`src/rtl/if_stage_pkg.sv`:
```
// -----------------------------------------------------------------------------
// if_stage_pkg
// Shared definitions for the instruction-fetch stage of the five-stage MIPS
// pipeline: reset PC, instruction-memory depth and the canonical NOP encoding,
// plus the fetch-window legality check used when capturing into IF/ID.
// -----------------------------------------------------------------------------
package if_stage_pkg;

  // Base of instruction memory and the PC value loaded on reset.
  localparam logic [31:0] RESET_PC_DEFAULT = 32'h0000_3000;

  // Instruction memory size in 32-bit words.
  localparam int unsigned IM_DEPTH_DEFAULT = 4096;

  // sll $0,$0,0 -- the all-zero word doubles as bubble and illegal-fetch filler.
  localparam logic [31:0] NOP = 32'h0000_0000;

  // Returns 1 when a fetch from pc is outside the word-aligned window
  // [base, base + 4*depth). The limit is computed in 33 bits so a window that
  // ends exactly at 2^32 does not wrap to zero and reject every address.
  function automatic logic addr_illegal(input logic [31:0] pc,
                                        input logic [31:0] base,
                                        input int unsigned depth);
    logic [32:0] lim;
    lim = {1'b0, base} + (33'(depth) << 2);
    return (pc[1:0] != 2'b00) || (pc < base) || ({1'b0, pc} >= lim);
  endfunction

endpackage

```
`src/rtl/if_stage_if.sv`:
```
// -----------------------------------------------------------------------------
// if_stage_if
// Bundles every non-clock/reset signal of the fetch stage.
//   Hazard unit -> IF : stall, flush
//   D stage     -> IF : redirect, target
//   IF <-> IM         : pc_f (address out), instr_f (read data in, same cycle)
//   IF -> D           : instr_d, pc_d, pc8_d, valid_d, adel_d
// Modport master is the fetch stage itself; slave is its environment
// (hazard unit, decode, instruction memory).
// -----------------------------------------------------------------------------
interface if_stage_if;

  logic        stall;
  logic        flush;
  logic        redirect;
  logic [31:0] target;
  logic [31:0] pc_f;
  logic [31:0] instr_f;
  logic [31:0] instr_d;
  logic [31:0] pc_d;
  logic [31:0] pc8_d;
  logic        valid_d;
  logic        adel_d;

  modport master (
    input  stall,
    input  flush,
    input  redirect,
    input  target,
    input  instr_f,
    output pc_f,
    output instr_d,
    output pc_d,
    output pc8_d,
    output valid_d,
    output adel_d
  );

  modport slave (
    output stall,
    output flush,
    output redirect,
    output target,
    output instr_f,
    input  pc_f,
    input  instr_d,
    input  pc_d,
    input  pc8_d,
    input  valid_d,
    input  adel_d
  );

endinterface

```
`src/rtl/if_stage_pc_unit.sv`:
```
// -----------------------------------------------------------------------------
// if_stage_pc_unit
// PC register, pending-redirect latch and next-PC priority mux.
// Ports:
//   clk        in   1   clock, rising edge
//   reset      in   1   asynchronous, active-high reset
//   i_stall    in   1   hold the PC this cycle
//   i_redirect in   1   taken branch/jump resolved in D, i_target valid
//   i_target   in   32  redirect destination
//   o_pc       out  32  current fetch address
// A redirect that arrives while stalled cannot be applied yet, so it is parked
// in the pending latch and replayed on the first non-stalled edge. A newer
// redirect under stall simply overwrites the parked target.
// -----------------------------------------------------------------------------
module if_stage_pc_unit #(
  parameter logic [31:0] RESET_PC = 32'h0000_3000
) (
  input  logic        clk,
  input  logic        reset,
  input  logic        i_stall,
  input  logic        i_redirect,
  input  logic [31:0] i_target,
  output logic [31:0] o_pc
);

  logic [31:0] r_pc;
  logic        r_pend_v;
  logic [31:0] r_pend_target;

  logic [31:0] w_pc_next;
  logic        w_pend_v_next;
  logic [31:0] w_pend_target_next;

  always_comb begin
    w_pc_next          = r_pc + 32'd4;  // wraps modulo 2^32
    w_pend_v_next      = r_pend_v;
    w_pend_target_next = r_pend_target;

    if (i_stall) begin
      w_pc_next = r_pc;
      if (i_redirect) begin
        w_pend_v_next      = 1'b1;
        w_pend_target_next = i_target;
      end
    end else if (i_redirect) begin
      // A live redirect is newer than anything parked, so it wins.
      w_pc_next     = i_target;
      w_pend_v_next = 1'b0;
    end else if (r_pend_v) begin
      w_pc_next     = r_pend_target;
      w_pend_v_next = 1'b0;
    end
  end

  always_ff @(posedge clk or posedge reset) begin
    if (reset) begin
      r_pc          <= RESET_PC;
      r_pend_v      <= 1'b0;
      r_pend_target <= 32'h0000_0000;
    end else begin
      r_pc          <= w_pc_next;
      r_pend_v      <= w_pend_v_next;
      r_pend_target <= w_pend_target_next;
    end
  end

  assign o_pc = r_pc;

endmodule

```
`src/rtl/if_stage.sv`:
```
// -----------------------------------------------------------------------------
// if_stage
// Instruction-fetch stage of the five-stage MIPS pipeline. Owns the PC (via
// if_stage_pc_unit) and the IF/ID pipeline register, drives the fetch address
// to instruction memory and captures the returned word.
// Parameters:
//   RESET_PC  PC loaded on reset; base of instruction memory
//   IM_DEPTH  instruction memory size in words; defines the legal fetch window
// Ports:
//   clk    in  1   clock, rising edge
//   reset  in  1   asynchronous, active-high reset
//   bus    if_stage_if.master
//          stall/flush from hazard unit, redirect/target from D,
//          pc_f/instr_f to/from IM, instr_d/pc_d/pc8_d/valid_d/adel_d to D.
// The branch delay slot is whatever sits in F when the redirect arrives; it is
// captured normally, so redirect never flushes IF/ID by itself.
// -----------------------------------------------------------------------------
module if_stage
  import if_stage_pkg::*;
#(
  parameter logic [31:0] RESET_PC = RESET_PC_DEFAULT,
  parameter int unsigned IM_DEPTH = IM_DEPTH_DEFAULT
) (
  input logic        clk,
  input logic        reset,
  if_stage_if.master bus
);

  logic [31:0] w_pc_f;
  logic        w_adel_f;
  logic [31:0] w_instr_f;

  logic [31:0] r_instr_d;
  logic [31:0] r_pc_d;
  logic        r_valid_d;
  logic        r_adel_d;

  logic [31:0] w_instr_d_next;
  logic [31:0] w_pc_d_next;
  logic        w_valid_d_next;
  logic        w_adel_d_next;

  if_stage_pc_unit #(
    .RESET_PC (RESET_PC)
  ) u_pc_unit (
    .clk        (clk),
    .reset      (reset),
    .i_stall    (bus.stall),
    .i_redirect (bus.redirect),
    .i_target   (bus.target),
    .o_pc       (w_pc_f)
  );

  // Illegal fetches still advance through the pipe so the exception is
  // raised in order, but the word from IM is meaningless and is replaced.
  assign w_adel_f  = addr_illegal(w_pc_f, RESET_PC, IM_DEPTH);
  assign w_instr_f = w_adel_f ? NOP : bus.instr_f;

  always_comb begin
    w_instr_d_next = r_instr_d;
    w_pc_d_next    = r_pc_d;
    w_valid_d_next = r_valid_d;
    w_adel_d_next  = r_adel_d;

    if (bus.flush) begin
      // Bubble keeps the current fetch PC for debug/EPC visibility.
      w_instr_d_next = NOP;
      w_pc_d_next    = w_pc_f;
      w_valid_d_next = 1'b0;
      w_adel_d_next  = 1'b0;
    end else if (!bus.stall) begin
      w_instr_d_next = w_instr_f;
      w_pc_d_next    = w_pc_f;
      w_valid_d_next = 1'b1;
      w_adel_d_next  = w_adel_f;
    end
  end

  always_ff @(posedge clk or posedge reset) begin
    if (reset) begin
      r_instr_d <= NOP;
      r_pc_d    <= 32'h0000_0000;
      r_valid_d <= 1'b0;
      r_adel_d  <= 1'b0;
    end else begin
      r_instr_d <= w_instr_d_next;
      r_pc_d    <= w_pc_d_next;
      r_valid_d <= w_valid_d_next;
      r_adel_d  <= w_adel_d_next;
    end
  end

  assign bus.pc_f    = w_pc_f;
  assign bus.instr_d = r_instr_d;
  assign bus.pc_d    = r_pc_d;
  assign bus.pc8_d   = r_pc_d + 32'd8;  // jal/jalr link value
  assign bus.valid_d = r_valid_d;
  assign bus.adel_d  = r_adel_d;

endmodule

```
`src/flat_wrapper.sv`:
```
// flat-port wrapper written by rule: the top's interface ports become plain ports
module if_stage_flat import if_stage_pkg::*;
#(
  parameter logic [31:0] RESET_PC = RESET_PC_DEFAULT,
  parameter int unsigned IM_DEPTH = IM_DEPTH_DEFAULT
)
  (clk, reset, bus_stall, bus_flush, bus_redirect, bus_target, bus_instr_f, bus_pc_f, bus_instr_d, bus_pc_d, bus_pc8_d, bus_valid_d, bus_adel_d);
  if_stage_if bus_i ();
  input logic clk;
  input logic reset;
  input wire logic [$bits(bus_i.stall)-1:0] bus_stall;
  input wire logic [$bits(bus_i.flush)-1:0] bus_flush;
  input wire logic [$bits(bus_i.redirect)-1:0] bus_redirect;
  input wire logic [$bits(bus_i.target)-1:0] bus_target;
  input wire logic [$bits(bus_i.instr_f)-1:0] bus_instr_f;
  output wire logic [$bits(bus_i.pc_f)-1:0] bus_pc_f;
  output wire logic [$bits(bus_i.instr_d)-1:0] bus_instr_d;
  output wire logic [$bits(bus_i.pc_d)-1:0] bus_pc_d;
  output wire logic [$bits(bus_i.pc8_d)-1:0] bus_pc8_d;
  output wire logic [$bits(bus_i.valid_d)-1:0] bus_valid_d;
  output wire logic [$bits(bus_i.adel_d)-1:0] bus_adel_d;
  assign bus_i.stall = bus_stall;
  assign bus_i.flush = bus_flush;
  assign bus_i.redirect = bus_redirect;
  assign bus_i.target = bus_target;
  assign bus_i.instr_f = bus_instr_f;
  assign bus_pc_f = bus_i.pc_f;
  assign bus_instr_d = bus_i.instr_d;
  assign bus_pc_d = bus_i.pc_d;
  assign bus_pc8_d = bus_i.pc8_d;
  assign bus_valid_d = bus_i.valid_d;
  assign bus_adel_d = bus_i.adel_d;
  if_stage #(.RESET_PC(RESET_PC), .IM_DEPTH(IM_DEPTH)) u_core (.clk(clk), .reset(reset), .bus(bus_i));
endmodule
```
`config.mk`:
```
export PLATFORM = sky130hd
export DESIGN_NAME = if_stage_flat
export DESIGN_NICKNAME = d
export VERILOG_FILES = /design/src/rtl/if_stage_pkg.sv /design/src/rtl/if_stage_if.sv /design/src/rtl/if_stage_pc_unit.sv /design/src/rtl/if_stage.sv /design/src/flat_wrapper.sv
export SDC_FILE = /design/constraint.sdc
export NUM_CORES = 1
export LEC_CHECK = 0
export ABC_AREA = 1
export CORE_ASPECT_RATIO = 1.1
export CORE_MARGIN = 5
export CORE_UTILIZATION = 43
export DETAILED_ROUTE_END_ITERATION = 8
export MAX_ROUTING_LAYER = met4
export PLACE_DENSITY_LB_ADDON = 0.25
export RECOVER_POWER = 50
export SLEW_MARGIN = 10
export SYNTH_ARGS = -nofsm -noshare
export SYNTH_HDL_FRONTEND = slang
export SYNTH_SLANG_ARGS = --single-unit
```
`constraint.sdc`:
```
create_clock -name clk -period 7.4 [get_ports clk]
set_clock_uncertainty 0.2 [all_clocks]
set_input_delay 2.22 -clock clk [delete_from_list [all_inputs] [get_ports clk]]
set_output_delay 2.22 -clock clk [all_outputs]
set_load 0.005 [all_outputs]
```
== After elaboration in Yosys (flattened, before gate mapping) ==
Cells that the tools add are included.
W data, S select, Z words.
Storage, ports and cells
  register bits after elaboration: 131
  bits in latches: 0
  RAM bits: 0
  ROM bits: 0
  input bits: 69
  output and inout bits: 130
  word-level logic and storage cells: 30
  memories: 0
Operators by class
  add/subtract/negate cells: 2
  multipliers: 0
  divide/modulo/power cells: 0
  $lt $le $gt $ge: 2
  equality and inequality tests: 2
  shifts and indexed selects: 0
  mux-type cells: 13
  bitwise operators: 0
  reductions and logical operators: 4
Operators by type and width (number)
  $mux W32: 7
  $add A32 B3 Y32 const B: 1
  $add A32 B4 Y32 const B: 1
  $ge A32 B15 Y1 const B: 1
  $lt A32 B14 Y1 const B: 1
  $mux W1: 6
  $ne A2 B1 Y1 const B: 2
  $logic_or A1 B1 Y1: 2
  $reduce_and A2 Y1: 1
  $reduce_bool A2 Y1: 1

== Longest topological paths before layout ==
Gate-level depths: netlist (run 1).
  depth after elaboration: 6
  mapped depth: 12
  gate-level depth less buffers: 12

== By module ==
A second synthesis (run 1) with hierarchy kept.
Unflattened totals
  cell total of the unflattened synthesis: 1112
  area total of the unflattened synthesis: 7677.4 µm²
By module, submodules not included
  if_stage_pc_unit: instances 1, cells an instance 565, area each 3911.3 µm², sequential area each 1629.1 µm²
  if_stage: instances 1, cells an instance 547, area each 3766.1 µm², sequential area each 1651.6 µm²

== Worst setup path after synthesis (run 1) ==
No wires, ideal clock.
  path type: reg-to-output
  start: reg u_core.r_pc_d[3] (netlist: u_core.bus.pc_d[3])
  end: out bus_pc8_d[23]
  arrival: 1.458 ns
  required time: 4.980 ns
  setup slack: 3.522 ns
  stages on the path, launching flop included: 9
  buffers on the path: 0
  cells stage by stage: dfrtp_1 ha_1 inv_1 nor2_4 nand2_4 nor3_4 nand3_4 nor2_4 xor2_1
On the way
  cells in the longest elaborated chain, start to end: 1
Ends and longest elaborated chain
  start, declared: line if_stage.sv:34  | logic [31:0] r_pc_d;
  start signal, assigned: line if_stage.sv:87  | r_pc_d <= w_pc_d_next;
  $add A32 B4 Y32: line if_stage.sv:96  | assign bus.pc8_d = r_pc_d + 32'd8;
  end, declared: line flat_wrapper.sv:19  | output wire logic [$bits(bus_i.pc8_d)-1:0] bus_pc8_d;
Every way passes these cells.

== Final worst setup path (run 1) ==
  start: in bus_stall
  end: reg u_core.r_pc_d[13] (netlist: u_core.bus.pc_d[13])
On the way
  cells in the longest elaborated chain, start to end: 1
Ends and longest elaborated chain
  start, declared: line flat_wrapper.sv:11  | input wire logic [$bits(bus_i.stall)-1:0] bus_stall;
  $ne A2 B1 Y1 (no source line)
Every way passes these cells.
A chain may end at the register's enable or synchronous reset.

==> qor.txt, run 1 <==
outcome -> finished, violations left
failing checks -> capacitance limit, slew limit
PortBufs -> 198
PostCTS Resize Cnt -> 0
Worst VDD drop -> 0.165 mV
n_diodes -> 0
Max clock buf depth -> 2
met2 usage -> 36.4%
initial antenna violation count -> 0
Seq cells post-synth -> 131
Clock Pin Slew Worst Setup and Hold Paths -> 0.05 ns
initial cell density of the core -> 43.3%
Die Span Y -> 147 um
area grow syn2layout -> 37.3%
Power Density -> 227 mW/mm2
Routability Congestion -> 0.900
Synth Warn # -> 0
final hold vios -> 0
Req. time, crit path -> 7.50 ns
Worst Max-Slew Pin Slew -> 1.79 ns
final slew viol count -> 40
DRC violations left -> 0
crit path max fanout -> 55
M1 GR Usage -> 30.0%
syn avg cell area -> 7.32 um2
Tcrit/Tclk final -> 68.4%
GRT Max-Usage Layer -> met2
CP arrival -> 5.16 ns
hpwl dp -> 16000 um
Achievable Freq -> 198 MHz
multi-input logic area -> 0.00327 mm2
FF+latch area -> 0.00328 mm2
Max-slew headroom -> -20.1%
clock buffer count from CTS -> 17
Core Region -> 0.0168 mm2
Synth top area share -> 44.3%
vias in the first global route -> 6758
H-tree depth -> 4
Post-DRT Antenna Nets -> 0
number of fill cells -> 1521
Routed WL -> 21800 um
NumNets Final -> 1244
Post-Syn Area -> 0.00729 mm2
ratio of cells with drive above 1 in the final layout -> 6.33%
GRT Overall Usage -> 23.2%
met3 Use GR -> 5.17%
via count -> 6987
Ports -> 199
Yosys cell types -> 36
Post-CTS Hold Buffers -> 0
Site Rows -> 50
die area -> 0.0197 mm2
gr ovfl total -> 0
initial drt markers -> 528
first-pass GRT wire length -> 35500 um
CTS root buffer -> clkbuf_16
TritonCTS clock tree -> yes
Min-Delay Path Class -> flop to flop
clk_lat worst skew -> 0.43 ns
largest net degree at the start of global routing -> 60
Routed WL per cell -> 15.6 um
die width -> 134 um
hold_ws -> 0.285 ns
syn_nets -> 1068
Tmin final -> 5.06 ns
Seq/Total Area, Yosys -> 45.0%
Mapped Cells -> 996
Post-CTS Setup Inserts -> 0
LEAKAGE -> 4.66 nW
drt pass-1 iters -> 5
critical path type -> primary input to flop
Synth area leader -> dfrtp_1
RSZ-0062 raised after global routing -> no
Area contributors post-synth -> dfrtp_1 (44%), nand2_1 (16%), inv_1 (6.8%)
clk sinks -> 131
total negative slack -> 0 ns
crit path capture type -> flop
Final setup violation count -> 0
vias per inst -> 5.02
Critical Path Start Type -> primary input
Max-Cap Viols -> 1
-- cell usage after synthesis, drive strengths merged --
| master | n |
|---|---|
| a21oi | 58 |
| a31oi | 1 |
| buf | 22 |
| clkbuf | 27 |
| clkinv | 3 |
| dfrtp | 129 |
| dfstp | 2 |
| ha | 3 |
| inv | 136 |
| mux2 | 4 |
| nand2 | 316 |
| nand3 | 40 |
| nand4 | 9 |
| nor2 | 80 |
| nor3 | 8 |
| nor4 | 4 |
| o211ai | 6 |
| o21ai | 81 |
| o22ai | 32 |
| or2 | 1 |
| xnor2 | 1 |
| xor2 | 33 |
-- worst paths after layout --
check | start | slack (ns) | depth (start not counted) | end
min | u_core.u_pc_unit.r_pend_target[1] | 0.29 | 2 | u_core.u_pc_unit.r_pend_target[1]
min in group asynchronous | reset | 2.50 | 2 | u_core.u_pc_unit.o_pc[0]
max in group asynchronous | reset | 3.16 | 3 | u_core.bus.pc_d[25]
min reg2reg | u_core.u_pc_unit.r_pend_target[1] | 0.29 | 2 | u_core.u_pc_unit.r_pend_target[1]
max | bus_stall | 2.34 | 6 | u_core.bus.pc_d[13]
max reg2reg | u_core.u_pc_unit.r_pend_v | 4.77 | 5 | u_core.u_pc_unit.o_pc[1]
-- cells by family after synthesis --
kind of cell,Yosys count,share of synthesized area [%]
buffers and inverters,188,10.3
DFF,131,45.0
muxes,4,0.618
adders and majority gates,3,0.515
AOI/OAI and AO/OA,178,13.0
and+or+nand+nor,458,26.6
xor gates and xnor gates,34,4.08
-- through the flow --
stage	setup slack, ns	util (%)	power, W	std cells	instance area (um2)
global placement	2.25	55.7	0.00136	1361	9370
CTS	2.44	59.5	0.00229	1393	10000
floorplan	1.49	-	0.00109	996	7290
detailed placement	2.21	55.7	0.00137	1361	9370
global route	2.14	59.5	0.00237	1393	10000
finish	2.34	59.5	0.00227	1393	10000
-- power breakdown --
part | leakage, nW | internal (W) | total, W | switching [W]
clock network | 0.313 | 0.000591 | 0.000918 | 0.000327
logic | 2.69 | 0.000238 | 0.000458 | 0.000221
registers | 1.66 | 0.000790 | 0.000891 | 0.000102
total | 4.66 | 0.00162 | 0.00227 | 0.000649
-- routing by layer --
layer / vias up / wire, um
met1: 3230 / 9730
met2: 207 / 10300
li1: 3515 / -
met4: 0 / 507
met5: - / 0
met3: 35 / 1240
-- worst max-delay path, stage by stage --
cell,delay [ns]
dlygate4sd3_1,0.54
buf_4,0.29
inv_1,0.46
or2_2,0.74
buf_4,0.52
mux2_1,0.36
-- sequential cells by signal (all words and copies together) (netlist names) --
name and cells:
u_core.u_pc_unit.o_pc 32, u_core.u_pc_unit.r_pend_target 32, u_core.bus.valid_d 1, u_core.bus.instr_d 32
u_core.bus.adel_d 1, u_core.u_pc_unit.r_pend_v 1, u_core.bus.pc_d 32
-- layout by cell type (no fill, tap or decap), drive strengths merged, types with 7 or more instances in the layout --
| cell type | n |
|---|---|
| nor3 | 8 |
| nand2 | 316 |
| clkbuf | 20 |
| dfrtp | 129 |
| nand3 | 40 |
| dlygate4sd3 | 41 |
| clkdlybuf4s50 | 156 |
| buf | 9 |
| xor2 | 33 |
| o21ai | 81 |
| a21oi | 58 |
| clkinv | 7 |
| nand4 | 9 |
| o22ai | 32 |
| inv | 137 |
| nor2 | 80 |
-- cell type report --
type                    instances  share of cell area, %
clock buffers                  20                   4.66
repair buffers                206                   20.3
flip-flops and latches        131                   32.8
multi-input cells             677                   32.6
inverters                     139                   5.22
well taps                     208                   2.60
clock inverters                12                   1.76
(Power assumes the default switching activity.)
==> run 2: changes to the inputs <==
==> constraint.sdc (replaced) <==
create_clock -name clk -period 4.2 [get_ports clk]
set_clock_uncertainty 0.2 [all_clocks]
set_input_delay 1.26 -clock clk [delete_from_list [all_inputs] [get_ports clk]]
set_output_delay 1.26 -clock clk [all_outputs]
set_load 0.005 [all_outputs]
==> qor.txt, run 2 (synthesis gave the netlist of run 1 again) <==
outcome -> finished, violations left
failing checks -> capacitance limit, slew limit
most frequent CP cell -> nor2_4
Power Density -> 389 mW/mm2 (+72%)
CTS root buffer -> clkbuf_16
vias per inst -> 5.00 (-0.36%)
vias in the first global route -> 6661 (-1.4%)
Routed WL -> 22300 um (+2.3%)
LEAKAGE -> 4.52 nW (-3.0%)
n_diodes -> 0 (unchanged)
Post-CTS Setup Inserts -> 0 (unchanged)
commonest non-fill, non-tap cell in the layout -> nand2_1
RSZ-0062 raised after global routing -> no
Worst VDD drop -> 0.271 mV (+64%)
Achievable Freq -> 252 MHz
most frequent cells in the layout -> nand2_1 (311), clkdlybuf4s50_1 (195), inv_1 (131)
critical path type -> flop to output port
via count -> 6982 (-0.072%)
Post-DRT Antenna Nets -> 0 (unchanged)
Worst Max-Slew Pin Slew -> 1.61 ns (-0.180 ns)
TritonCTS clock tree -> yes
final hold vios -> 0 (unchanged)
area grow syn2layout -> 36.9%
drt pass-1 iters -> 5 (unchanged)
die width -> 134 um (unchanged)
Site Rows -> 50 (unchanged)
total negative slack -> 0 ns (unchanged)
Tcrit/Tclk final -> 94.3%
gr ovfl total -> 0 (unchanged)
CP peak stage delay -> 0.52 ns (-0.22 ns)
NumNets Final -> 1250 (+0.48%)
hpwl dp -> 16300 um (+1.7%)
initial drt markers -> 451 (-15%)
Ports -> 199 (unchanged)
hold_ws -> 0.286 ns (+0.000650 ns)
Die Span Y -> 147 um (unchanged)
Req. time, crit path -> 2.74 ns (-4.76 ns)
die area -> 0.0197 mm2 (unchanged)
crit path max fanout -> 5 (-91%)
CP top delay family -> simple AND/OR/NAND/NOR gates
initial antenna violation count -> 0 (unchanged)
Worst path slowest cell -> clkdlybuf4s50_1
number of fill cells -> 1562 (+2.7%)
Clock Pin Slew Worst Setup and Hold Paths -> 0.06 ns (about the same)
crit path capture type -> output port
GRT Overall Usage -> 23.7% (+0.51 points)
Inst Count DP -> 1367 (+0.44%)
Critical Path Start Type -> flop
H-tree depth -> 4 (unchanged)
ratio of cells with drive above 1 in the final layout -> 6.06% (-0.27 points)
Core Region -> 0.0168 mm2 (unchanged)
clock buffer count from CTS -> 17 (unchanged)
Buf/Inv on CP -> 2 (-2)
Routability Congestion -> 0.925 (+2.8%)
Final setup violation count -> 0 (unchanged)
clk_lat worst skew -> 0.42 ns (about the same)
Post-CTS Hold Buffers -> 0 (unchanged)
Tmin final -> 3.96 ns
clk sinks -> 131 (unchanged)
Max-Cap Viols -> 2 (+1)
Max clock buf depth -> 2 (unchanged)
Min-Delay Path Class -> flop to flop
Non-Filler Instances -> 1397 (+0.29%)
largest net degree at the start of global routing -> 56 (-6.7%)
final slew viol count -> 76 (+90%)
Routed WL per cell -> 16.0 um (+2.0%)
initial cell density of the core -> 43.3% (unchanged)
total power -> 0.00389 W (+71%)
Max-slew headroom -> -7.39% (+13 points)
CP cell instances -> ha_1 -> inv_1 -> nor2_4 -> nand2_4 -> nor3_4 -> nand3_4 -> nor2_4 -> xor2_1 -> clkdlybuf4s50_1
first-pass GRT wire length -> 36100 um (+1.7%)
PostCTS Resize Cnt -> 0 (unchanged)
DRC violations left -> 0 (unchanged)
CP arrival -> 2.50 ns (-2.66 ns)
PortBufs -> 198 (unchanged)
==> run 2: cell count changes in the layout (fill, tap and decap cells not counted), sizes merged, moves of 3 or more <==
cell,change
clkbuf,+8
clkdlybuf4s50,+39
dlygate4sd3,-39
inv,-3
==> run 2: path summary, 6_finish.rpt <==
| path | from | endpoint | slack, ns | cells past startpoint |
|---|---|---|---|---|
| max in group asynchronous | reset | u_core.bus.instr_d[27] | 0.68 | 3 |
| min in group asynchronous | reset | u_core.u_pc_unit.o_pc[6] | 1.37 | 2 |
| hold / removal | u_core.u_pc_unit.r_pend_target[13] | u_core.u_pc_unit.r_pend_target[13] | 0.29 | 2 |
| hold reg to reg | u_core.u_pc_unit.r_pend_target[13] | u_core.u_pc_unit.r_pend_target[13] | 0.29 | 2 |
| setup reg to reg | u_core.u_pc_unit.o_pc[3] | u_core.u_pc_unit.o_pc[22] | 2.02 | 10 |
| setup / recovery | u_core.bus.pc_d[4] | bus_pc8_d[23] | 0.24 | 9 |
==> run 2: stage by stage <==
step	setup slack [ns]	utilization (%)	instance area, um2
after global placement	0.685	56.1	9440
after global routing	0.0404	59.3	9980
final	0.237	59.3	9980
after detailed placement	0.645	56.1	9440
after CTS	0.199	59.6	10000
after floorplan	1.12	-	7300
==> run 2: worst register-to-register path: stages, from the launching register on <==
cell     delay, ns
dfrtp_1       0.44
ha_1          0.28
nand2_1       0.07
nor2_1        0.21
nand2_1       0.22
nor2_2        0.21
nand3_1       0.09
nand3_1       0.10
nand2_1       0.07
nand2_1       0.06
o21ai_0       0.08
==> run 2: routing by layer <==
metal  part of all wire [%]  GRT usage [%]
met5                      0              -
met4                    2.9           8.30
met3                    5.6           4.79
met2                     47           36.3
met1                     44           31.3
==> run 2: area by class of cell <==
class	instances	area (um2)	area share (%)
repair buffers	212	2060	20.6
clock buffers	21	460	4.61
multi-input cells	677	3270	32.7
inverters	139	523	5.24
well taps	208	260	2.61
flip-flops and latches	131	3280	32.9
clock inverters	9	131	1.32
==> run 2: report_power, final <==
group | leakage (nW) | total [W] | internal, W | switching (W)
sequential | 1.66 | 0.00157 | 0.00139 | 0.000177
combinational | 2.58 | 0.000821 | 0.000425 | 0.000396
clock | 0.281 | 0.00150 | 0.000956 | 0.000542
